`src/rtl/framing_ctrl.sv`:
```
// Receive-side PCIe framing controller: delimits TLP/DLLP packets and COM-led ordered sets.
// Optional FRAMING_CTRL_STATS_EN adds saturating good/bad packet counters.
module framing_ctrl #(
    parameter int MAX_LEN  = 64,
    parameter int DLLP_LEN = 6
) (
    input  logic        clk,
    input  logic        reset,
    input  logic        sym_valid,
    input  logic [3:0]  sym_type,
    input  logic [7:0]  sym_data,
    output logic        pkt_valid,
    output logic [7:0]  pkt_data,
    output logic        pkt_sop,
    output logic        pkt_eop,
    output logic        pkt_abort,
    output logic        pkt_dllp,
    output logic        skp_os,
    output logic [2:0]  skp_count,
    output logic        fts_seen,
    output logic        frame_err,
    output logic        link_idle,
    output logic [15:0] good_cnt,
    output logic [15:0] bad_cnt
);
    localparam int LW = $clog2(MAX_LEN + 1);
    localparam logic [LW-1:0] TLP_LIM  = LW'(MAX_LEN);
    localparam logic [LW-1:0] DLLP_LIM = LW'(DLLP_LEN);

    localparam logic [1:0] S_IDLE = 2'd0, S_TLP = 2'd1, S_DLLP = 2'd2, S_OS = 2'd3;
    localparam logic [3:0] T_DATA = 4'd0, T_COM = 4'd1, T_PAD = 4'd2, T_SKP = 4'd3,
                           T_STP  = 4'd4, T_SDP = 4'd5, T_END = 4'd6, T_EDB = 4'd7,
                           T_FTS  = 4'd8, T_IDL = 4'd9;

    logic [1:0]    state_q, state_d;
    logic [7:0]    hold_q, hold_d;
    logic          hold_full_q, hold_full_d, first_q, first_d;
    logic [LW-1:0] len_q, len_d, lim;
    logic [2:0]    skp_q, skp_d, skp_cnt_q, skp_cnt_d;
    logic          link_idle_q, link_idle_d, dllp_q, dllp_d;
    logic          pv_q, pv_d, sop_q, sop_d, eop_q, eop_d, abort_q, abort_d;
    logic [7:0]    pd_q, pd_d;
    logic          skp_os_q, skp_os_d, fts_q, fts_d, ferr_q, ferr_d;
    logic          emit, emit_eop, emit_abort, idle_proc;

    always_comb begin
        state_d     = state_q;
        hold_d      = hold_q;
        hold_full_d = hold_full_q;
        first_d     = first_q;
        len_d       = len_q;
        skp_d       = skp_q;
        link_idle_d = link_idle_q;
        dllp_d      = dllp_q;
        skp_cnt_d   = 3'd0;
        skp_os_d    = 1'b0;
        fts_d       = 1'b0;
        ferr_d      = 1'b0;
        emit        = 1'b0;
        emit_eop    = 1'b0;
        emit_abort  = 1'b0;
        idle_proc   = 1'b0;
        lim         = (state_q == S_DLLP) ? DLLP_LIM : TLP_LIM;
        if (sym_valid) begin
            case (state_q)
                S_OS: begin
                    if (sym_type == T_SKP) begin
                        skp_d = (skp_q == 3'd7) ? skp_q : skp_q + 3'd1;
                    end else if (sym_type == T_FTS) begin
                        fts_d = 1'b1;
                    end else begin
                        // Set closes; the terminating symbol is then handled as in IDLE.
                        skp_os_d  = (skp_q != 3'd0);
                        skp_cnt_d = skp_q;
                        skp_d     = 3'd0;
                        idle_proc = 1'b1;
                    end
                end
                S_TLP, S_DLLP: begin
                    link_idle_d = 1'b0;
                    case (sym_type)
                        T_DATA: begin
                            if (len_q == lim) begin
                                emit       = hold_full_q;
                                emit_eop   = 1'b1;
                                emit_abort = 1'b1;
                                ferr_d     = 1'b1;
                                state_d    = S_IDLE;
                            end else begin
                                emit        = hold_full_q;
                                hold_d      = sym_data;
                                hold_full_d = 1'b1;
                                len_d       = len_q + LW'(1);
                            end
                        end
                        T_END: begin
                            state_d = S_IDLE;
                            if (len_q == '0) begin
                                ferr_d = 1'b1;
                            end else begin
                                emit     = 1'b1;
                                emit_eop = 1'b1;
                                if (state_q == S_DLLP && len_q != DLLP_LIM) begin
                                    emit_abort = 1'b1;
                                    ferr_d     = 1'b1;
                                end
                            end
                        end
                        T_EDB: begin
                            state_d    = S_IDLE;
                            ferr_d     = (len_q == '0);
                            emit       = (len_q != '0);
                            emit_eop   = 1'b1;
                            emit_abort = 1'b1;
                        end
                        default: begin
                            emit       = hold_full_q;
                            emit_eop   = 1'b1;
                            emit_abort = 1'b1;
                            ferr_d     = 1'b1;
                            skp_d      = 3'd0;
                            state_d    = (sym_type == T_COM) ? S_OS : S_IDLE;
                        end
                    endcase
                end
                default: idle_proc = 1'b1;
            endcase

            if (idle_proc) begin
                case (sym_type)
                    T_STP, T_SDP: begin
                        state_d     = (sym_type == T_SDP) ? S_DLLP : S_TLP;
                        dllp_d      = (sym_type == T_SDP);
                        len_d       = '0;
                        hold_full_d = 1'b0;
                        first_d     = 1'b1;
                        link_idle_d = 1'b0;
                    end
                    T_COM: begin
                        state_d     = S_OS;
                        skp_d       = 3'd0;
                        link_idle_d = 1'b0;
                    end
                    T_IDL: begin
                        state_d     = S_IDLE;
                        link_idle_d = 1'b1;
                    end
                    T_PAD: state_d = S_IDLE;
                    default: begin
                        state_d     = S_IDLE;
                        ferr_d      = 1'b1;
                        link_idle_d = 1'b0;
                    end
                endcase
            end
        end

        pv_d    = emit;
        pd_d    = emit ? hold_q : 8'd0;
        sop_d   = emit && first_q;
        eop_d   = emit && emit_eop;
        abort_d = emit && emit_abort;
        if (emit) first_d = 1'b0;
    end

    always_ff @(posedge clk or posedge reset) begin
        if (reset) begin
            state_q     <= S_IDLE;
            hold_q      <= 8'd0;
            hold_full_q <= 1'b0;
            first_q     <= 1'b0;
            len_q       <= '0;
            skp_q       <= 3'd0;
            skp_cnt_q   <= 3'd0;
            link_idle_q <= 1'b0;
            dllp_q      <= 1'b0;
            pv_q        <= 1'b0;
            pd_q        <= 8'd0;
            sop_q       <= 1'b0;
            eop_q       <= 1'b0;
            abort_q     <= 1'b0;
            skp_os_q    <= 1'b0;
            fts_q       <= 1'b0;
            ferr_q      <= 1'b0;
        end else begin
            state_q     <= state_d;
            hold_q      <= hold_d;
            hold_full_q <= hold_full_d;
            first_q     <= first_d;
            len_q       <= len_d;
            skp_q       <= skp_d;
            skp_cnt_q   <= skp_cnt_d;
            link_idle_q <= link_idle_d;
            dllp_q      <= dllp_d;
            pv_q        <= pv_d;
            pd_q        <= pd_d;
            sop_q       <= sop_d;
            eop_q       <= eop_d;
            abort_q     <= abort_d;
            skp_os_q    <= skp_os_d;
            fts_q       <= fts_d;
            ferr_q      <= ferr_d;
        end
    end

    assign pkt_valid = pv_q;
    assign pkt_data  = pd_q;
    assign pkt_sop   = sop_q;
    assign pkt_eop   = eop_q;
    assign pkt_abort = abort_q;
    assign pkt_dllp  = dllp_q;
    assign skp_os    = skp_os_q;
    assign skp_count = skp_cnt_q;
    assign fts_seen  = fts_q;
    assign frame_err = ferr_q;
    assign link_idle = link_idle_q;

`ifdef FRAMING_CTRL_STATS_EN
    logic [15:0] good_q, good_d, bad_q, bad_d;

    // A coincident abort and frame_err is one bad event.
    always_comb begin
        good_d = good_q;
        bad_d  = bad_q;
        if (eop_d && !abort_d && good_q != 16'hFFFF) good_d = good_q + 16'd1;
        if ((abort_d || ferr_d) && bad_q != 16'hFFFF) bad_d = bad_q + 16'd1;
    end

    always_ff @(posedge clk or posedge reset) begin
        if (reset) begin
            good_q <= 16'd0;
            bad_q  <= 16'd0;
        end else begin
            good_q <= good_d;
            bad_q  <= bad_d;
        end
    end

    assign good_cnt = good_q;
    assign bad_cnt  = bad_q;
`else
    assign good_cnt = 16'd0;
    assign bad_cnt  = 16'd0;
`endif
endmodule

```
`config.mk`:
```
export PLATFORM = sky130hd
export DESIGN_NAME = framing_ctrl
export DESIGN_NICKNAME = d
export VERILOG_FILES = /design/src/rtl/framing_ctrl.sv
export SDC_FILE = /design/constraint.sdc
export NUM_CORES = 1
export LEC_CHECK = 0
export ABC_AREA = 1
export CORE_MARGIN = 2
export CORE_UTILIZATION = 52
export CTS_CLUSTER_DIAMETER = 150
export DETAILED_ROUTE_END_ITERATION = 8
export MAX_ROUTING_LAYER = met4
export PLACE_DENSITY = 0.85
export SETUP_SLACK_MARGIN = 0.4
export SYNTH_ARGS = -nofsm -noshare
export SYNTH_HDL_FRONTEND = slang
export SYNTH_SLANG_ARGS = --single-unit
```
`constraint.sdc`:
```
create_clock -name clk -period 3.15 [get_ports clk]
set_input_delay 0.315 -clock clk [delete_from_list [all_inputs] [get_ports clk]]
set_output_delay 0.315 -clock clk [all_outputs]
set_load 0.01 [all_outputs]
```
# Yosys cells after proc, flatten, opt, wreduce, memory -nomap -nowiden
# Index checks and enable logic that the tools add are counted.
# Widths: inputs -> output; s select.
word_totals:
  register_bits: 42
  latchBits: 0
  ram_bits: 0
  romBits: 0
  n_memories: 0
op_classes:
  addsub: 2
  n_mul: 0
  n_div: 0
  order_cmp: 0
  n_eq_ne: 16
  shift: 0
  muxes: 68
  bitwise_logic: 1
  n_reduce_logical: 21
ops:
  columns: ["operator", "n"]
  rows:
  - ["$mux 7", 6]
  - ["$mux 1", 37]
  - ["$mux 3", 10]
  - ["$eq 4x3->1 const B", 4]
  - ["$mux 2", 5]
  - ["$pmux 1 s2", 5]
  - ["$reduce_and 3->1", 3]
  - ["$eq 4x2->1 const B", 2]
  - ["$eq 4x4->1 const B", 2]
  - ["$mux 8", 1]
  - ["$pmux 2 s2", 2]
  - ["$reduce_bool 2->1", 4]
  - ["$add 7x1->7 const B", 1]
  - ["$eq 7x7->1", 1]
  - ["$logic_not 7->1", 1]
  - ["$ne 7x3->1 const B", 1]
  - ["$reduce_bool 7->1", 1]
  - ["$pmux 3 s2", 1]
  - ["$reduce_or 2->1", 3]
  - ["$reduce_or 5->1", 1]
  - ["$eq 2x2->1 const B", 2]
  - ["$eq 4x1->1 const B", 1]
  - ["$logic_and 1x1->1", 4]
  - ["$logic_not 4->1", 1]
  - ["other kinds (9)", 9]

# Logic depth before layout (Yosys ltp)
depth:
  depth_word: 9
  ltp_mapped: 10
  ltp_nobuf: 10

# Least setup slack after synthesis
# Ideal clock, no wire load.
synth_path:
  path_kind: "reg2reg"
  from: "reg state_q[0]"
  to: "reg len_q[3]"
  setup_ns: 0.120
  arrival_ns: 1.416
  t_required_ns: 3.030
  path_slack_ns: 1.614
  path_stages_with_launch: 8
  synth_period_minus_slack_ns: 1.536
  path_cell_list: "dfrtp_1 > inv_1 > ha_1 > or2_2 > nand2_2 > nand3_2 > o21ai_0 > nor2_1"
synth_via:
  elab_chain_cells: 8
  word_cells_on_any_way: 13
synth_lines:
  columns: ["item", "line_no", "source"]
  rows:
  - ["start, declared", "35", "logic [1:0] state_q, state_d;"]
  - ["start signal, assigned", "186", "state_q <= state_d;"]
  - ["$eq 2x2->1", "63, 65", null]
  - ["$mux 7", "63", "lim = (state_q == S_DLLP) ? DLLP_LIM : TLP_LIM;"]
  - ["$eq 7x7->1", "83", "if (len_q == lim) begin"]
  - ["$mux 7", "83", null]
  - ["$mux 7", "81", "case (sym_type)"]
  - ["$mux 7", "65", "case (state_q)"]
  - ["$mux 7", "130", "case (sym_type)"]
  - ["$mux 7 (*)", "129", "if (idle_proc) begin"]
  - ["end signal, assigned", "190", "len_q <= len_d;"]
  - ["end, declared", "38", "logic [LW-1:0] len_q, len_d, lim;"]
# Every way passes the cells marked *; elsewhere a longest branch is shown, timed or not. The select of a mux whose other input is x is not followed.
# A chain may end at the register's enable or synchronous reset.

# Final worst setup path
layout_path:
  from: "reg state_q[1]"
  to: "reg len_q[3]"
# The elaborated chain is that of the path after synthesis.

==> flow_summary.json <==
{
  "antenna_found_initial": 0,
  "routed_via_density": 4.81,
  "final_nets": 366,
  "arrival_ps": 2000,
  "die-height_um": 72.9,
  "ir_drop_uv": 252,
  "clock_skew_ps": 4.04,
  "cpMaxStageDelayCell": "dfrtp_1",
  "ys_seq_area_frac": 0.426,
  "clk_path_buf_depth": 2,
  "post_cts_buffers": 0,
  "status": "finished, final reports clean",
  "grt_pass1_vias": 1723,
  "maxSlewViolCount": 0,
  "dpl.cell_count": 390,
  "layout_min_cycle_time_ps": 1810,
  "synth.distinct_cells": 29,
  "track_usage": 0.193,
  "n_fill_cell": 401,
  "fmax_mhz": 553,
  "die-area_um2": 5310,
  "crit_path_end_kind": "flip-flop",
  "hpwl_um": 3540,
  "rsz0062_at_grt": "no",
  "die_w_um": 72.9,
  "multi_input_area_um2": 1080,
  "synth_cells": 303,
  "relSlewSlack": 0.608,
  "critPathLaunchType": "flip-flop",
  "postRouteWirelength_um": 4530,
  "p_per_area_nw_per_um2": 525,
  "reg2reg_depth": 7,
  "portBuffers": 34,
  "final_cell_count_no_fill": 398,
  "first_pass_iters": 4,
  "final_common_cell": "nand2_1",
  "mostFrequentLayoutCells": "60 x nand2_1, 42 x inv_1, 42 x dfrtp_1",
  "grt_first_pass_wirelength_um": 7650,
  "synth_seq_cells": 42,
  "required_ps": 3340,
  "syn-cell-area_um2": 2470,
  "seqPwrFrac": 0.458,
  "cts.sink_count": 42,
  "crit_chain": "inv_1 > ha_1 > or2_2 > nand2_2 > nand3_2 > o21ai_0 > nor2_1",
  "worstHoldPathType": "primary input to async pin",
  "final_area_um2": 2840,
  "worst_pin_slew_ps": 587,
  "h-tree-depth": 2,
  "slowest_delay_ps": 430,
  "maxCapViolCount": 0,
  "setup_tns_ps": 0,
  "cpLargestDelayFamily": "simple AND/OR/NAND/NOR gates",
  "ys.warnings.count": 0,
  "io_pins": 67,
  "worst_r2r_endpoint": "len_q[3]$_DFFE_PP0P_",
  "place_area_um2": 2740,
  "fin_crit_sh": 0.574,
  "worstSetupPathType": "flip-flop to flip-flop",
  "postRouteAntennaNets": 0,
  "drc": 0,
  "cp_max_fo": 6,
  "reg2reg_slack_ps": 1340,
  "area_growth_pct": 15.0,
  "start_util": 0.529,
  "clkPwrFrac": 0.243,
  "diodes": 0,
  "seqCellArea_um2": 1050,
  "clk_pin_slew_ps": 80,
  "gp_congestion": 0.920,
  "rows": 25,
  "cts_root_buf": "clkbuf_8",
  "drt_iter0_markers": 119,
  "clk_latency_ps": 290,
  "wl_per_cell_um": 11.4,
  "grt_max_degree": 22,
  "regToRegStartpoint": "state_q[1]$_DFFE_PP0P_",
  "vias": 1916,
  "p_leak_nw": 1.48,
  "p_sw_frac": 0.337,
  "finalHoldViolations": 0,
  "cts_tree": "built",
  "p_comb_frac": 0.299,
  "cts_hold_buffers": 0,
  "cts_buffers": 5,
  "internal-power_w": 0.000987,
  "cts_resized": 0,
  "switching_power_w": 0.000502,
  "setup_viol": 0,
  "drive_gt1_frac": 0.125,
  "crit_buf_inv": 1,
  "postSynthAreaPerCell_um2": 8.14,
  "grt_overflow_total": 0,
  "core_area_um2": 4660
}
==> worst max path at each step <==
stage                           startpoint                    end  depth (start not counted)
floorplan           state_q[0]$_DFFE_PP0P_   len_q[3]$_DFFE_PP0P_                          7
global placement                 sym_valid  pkt_data[4]$_DFF_PP0_                          5
detailed placement               sym_valid  pkt_data[3]$_DFF_PP0_                          5
CTS                 state_q[1]$_DFFE_PP0P_   pkt_dllp$_DFFE_PP0P_                          6
global route        state_q[1]$_DFFE_PP0P_   pkt_dllp$_DFFE_PP0P_                          6
finish              state_q[1]$_DFFE_PP0P_   len_q[3]$_DFFE_PP0P_                          7
==> power groups by stage <==
stage / combinational, W / sequential, W / clock (W)
final: 0.000445 / 0.000682 / 0.000361
after global routing: 0.000505 / 0.000690 / 0.000399
after CTS: 0.000449 / 0.000682 / 0.000377
after detailed placement: 0.000447 / 0.000693 / 0
after global placement: 0.000437 / 0.000688 / 0
after floorplan: 0.000337 / 0.000692 / 0
==> cell type report <==
type / count / share of cell area
Inverter: 48 / 0.0644
Multi-Input combinational cell: 210 / 0.382
Clock inverter: 2 / 0.00441
Sequential cell: 42 / 0.371
Clock buffer: 6 / 0.0291
Timing Repair Buffer: 36 / 0.125
Tap cell: 54 / 0.0238
==> through the flow <==
stage	power (W)	util	worst slack, ps	hold WS, ps
floorplan	0.00103	-	1610	424
global placement	0.00112	0.588	1200	470
detailed placement	0.00114	0.588	1090	482
CTS	0.00151	0.609	1360	210
global route	0.00159	0.609	1210	213
finish	0.00149	0.609	1340	206
==> synthesized netlist by cell type (all sizes together) <==
| cell | count | share of area |
|---|---|---|
| nand3 | 24 | 0.063 |
| inv | 48 | 0.074 |
| o22ai | 2 | 0.0051 |
| conb | 1 | 0.0015 |
| nand2 | 68 | 0.11 |
| nor2 | 35 | 0.064 |
| nor3 | 5 | 0.015 |
| or2 | 1 | 0.0025 |
| nand4 | 4 | 0.010 |
| clkbuf | 1 | 0.0015 |
| dfrtp | 42 | 0.43 |
| buf | 33 | 0.11 |
| nand3b | 1 | 0.0030 |
| o21ai | 21 | 0.055 |
| a21oi | 6 | 0.012 |
| a31oi | 1 | 0.0025 |
| ha | 8 | 0.041 |
| xor2 | 2 | 0.0071 |
==> routing by layer <==
metal | up-vias | GRT usage | wire length [um]
li1 | 962 | - | -
met1 | 894 | 0.247 | 2150
met2 | 53 | 0.296 | 2100
met3 | 7 | 0.0414 | 191
met4 | 0 | 0.0844 | 95
met5 | - | - | 0
==> sequential cells by signal, indices dropped and copies added, names as in the netlist <==
signal	count
state_q	2
first_q	1
pkt_data	8
skp_q	3
pkt_valid	1
pkt_abort	1
pkt_eop	1
fts_seen	1
pkt_sop	1
frame_err	1
hold_full_q	1
link_idle	1
hold_q	8
pkt_dllp	1
skp_count	3
len_q	7
skp_os	1
==> worst reg2reg max path, cell delays in order, from the launching register on <==
cell and delay, ps:
dfrtp_1 430, inv_1 80, ha_1 330, or2_2 320, nand2_2 150, nand3_2 180
o21ai_0 160, nor2_1 50
==> kinds of logic (layout without fill, tap and decap cells) <==
group	Yosys count	after routing	share of synthesized area
xor+xnor	2	2	0.00710
simple gates	138	138	0.269
buf+inv	82	92	0.181
flops	42	42	0.426
other cells	1	32	0.00152
fa+ha+maj	8	8	0.0406
compound gates	30	30	0.0746
No activity file was read; power rests on OpenSTA's default activity.
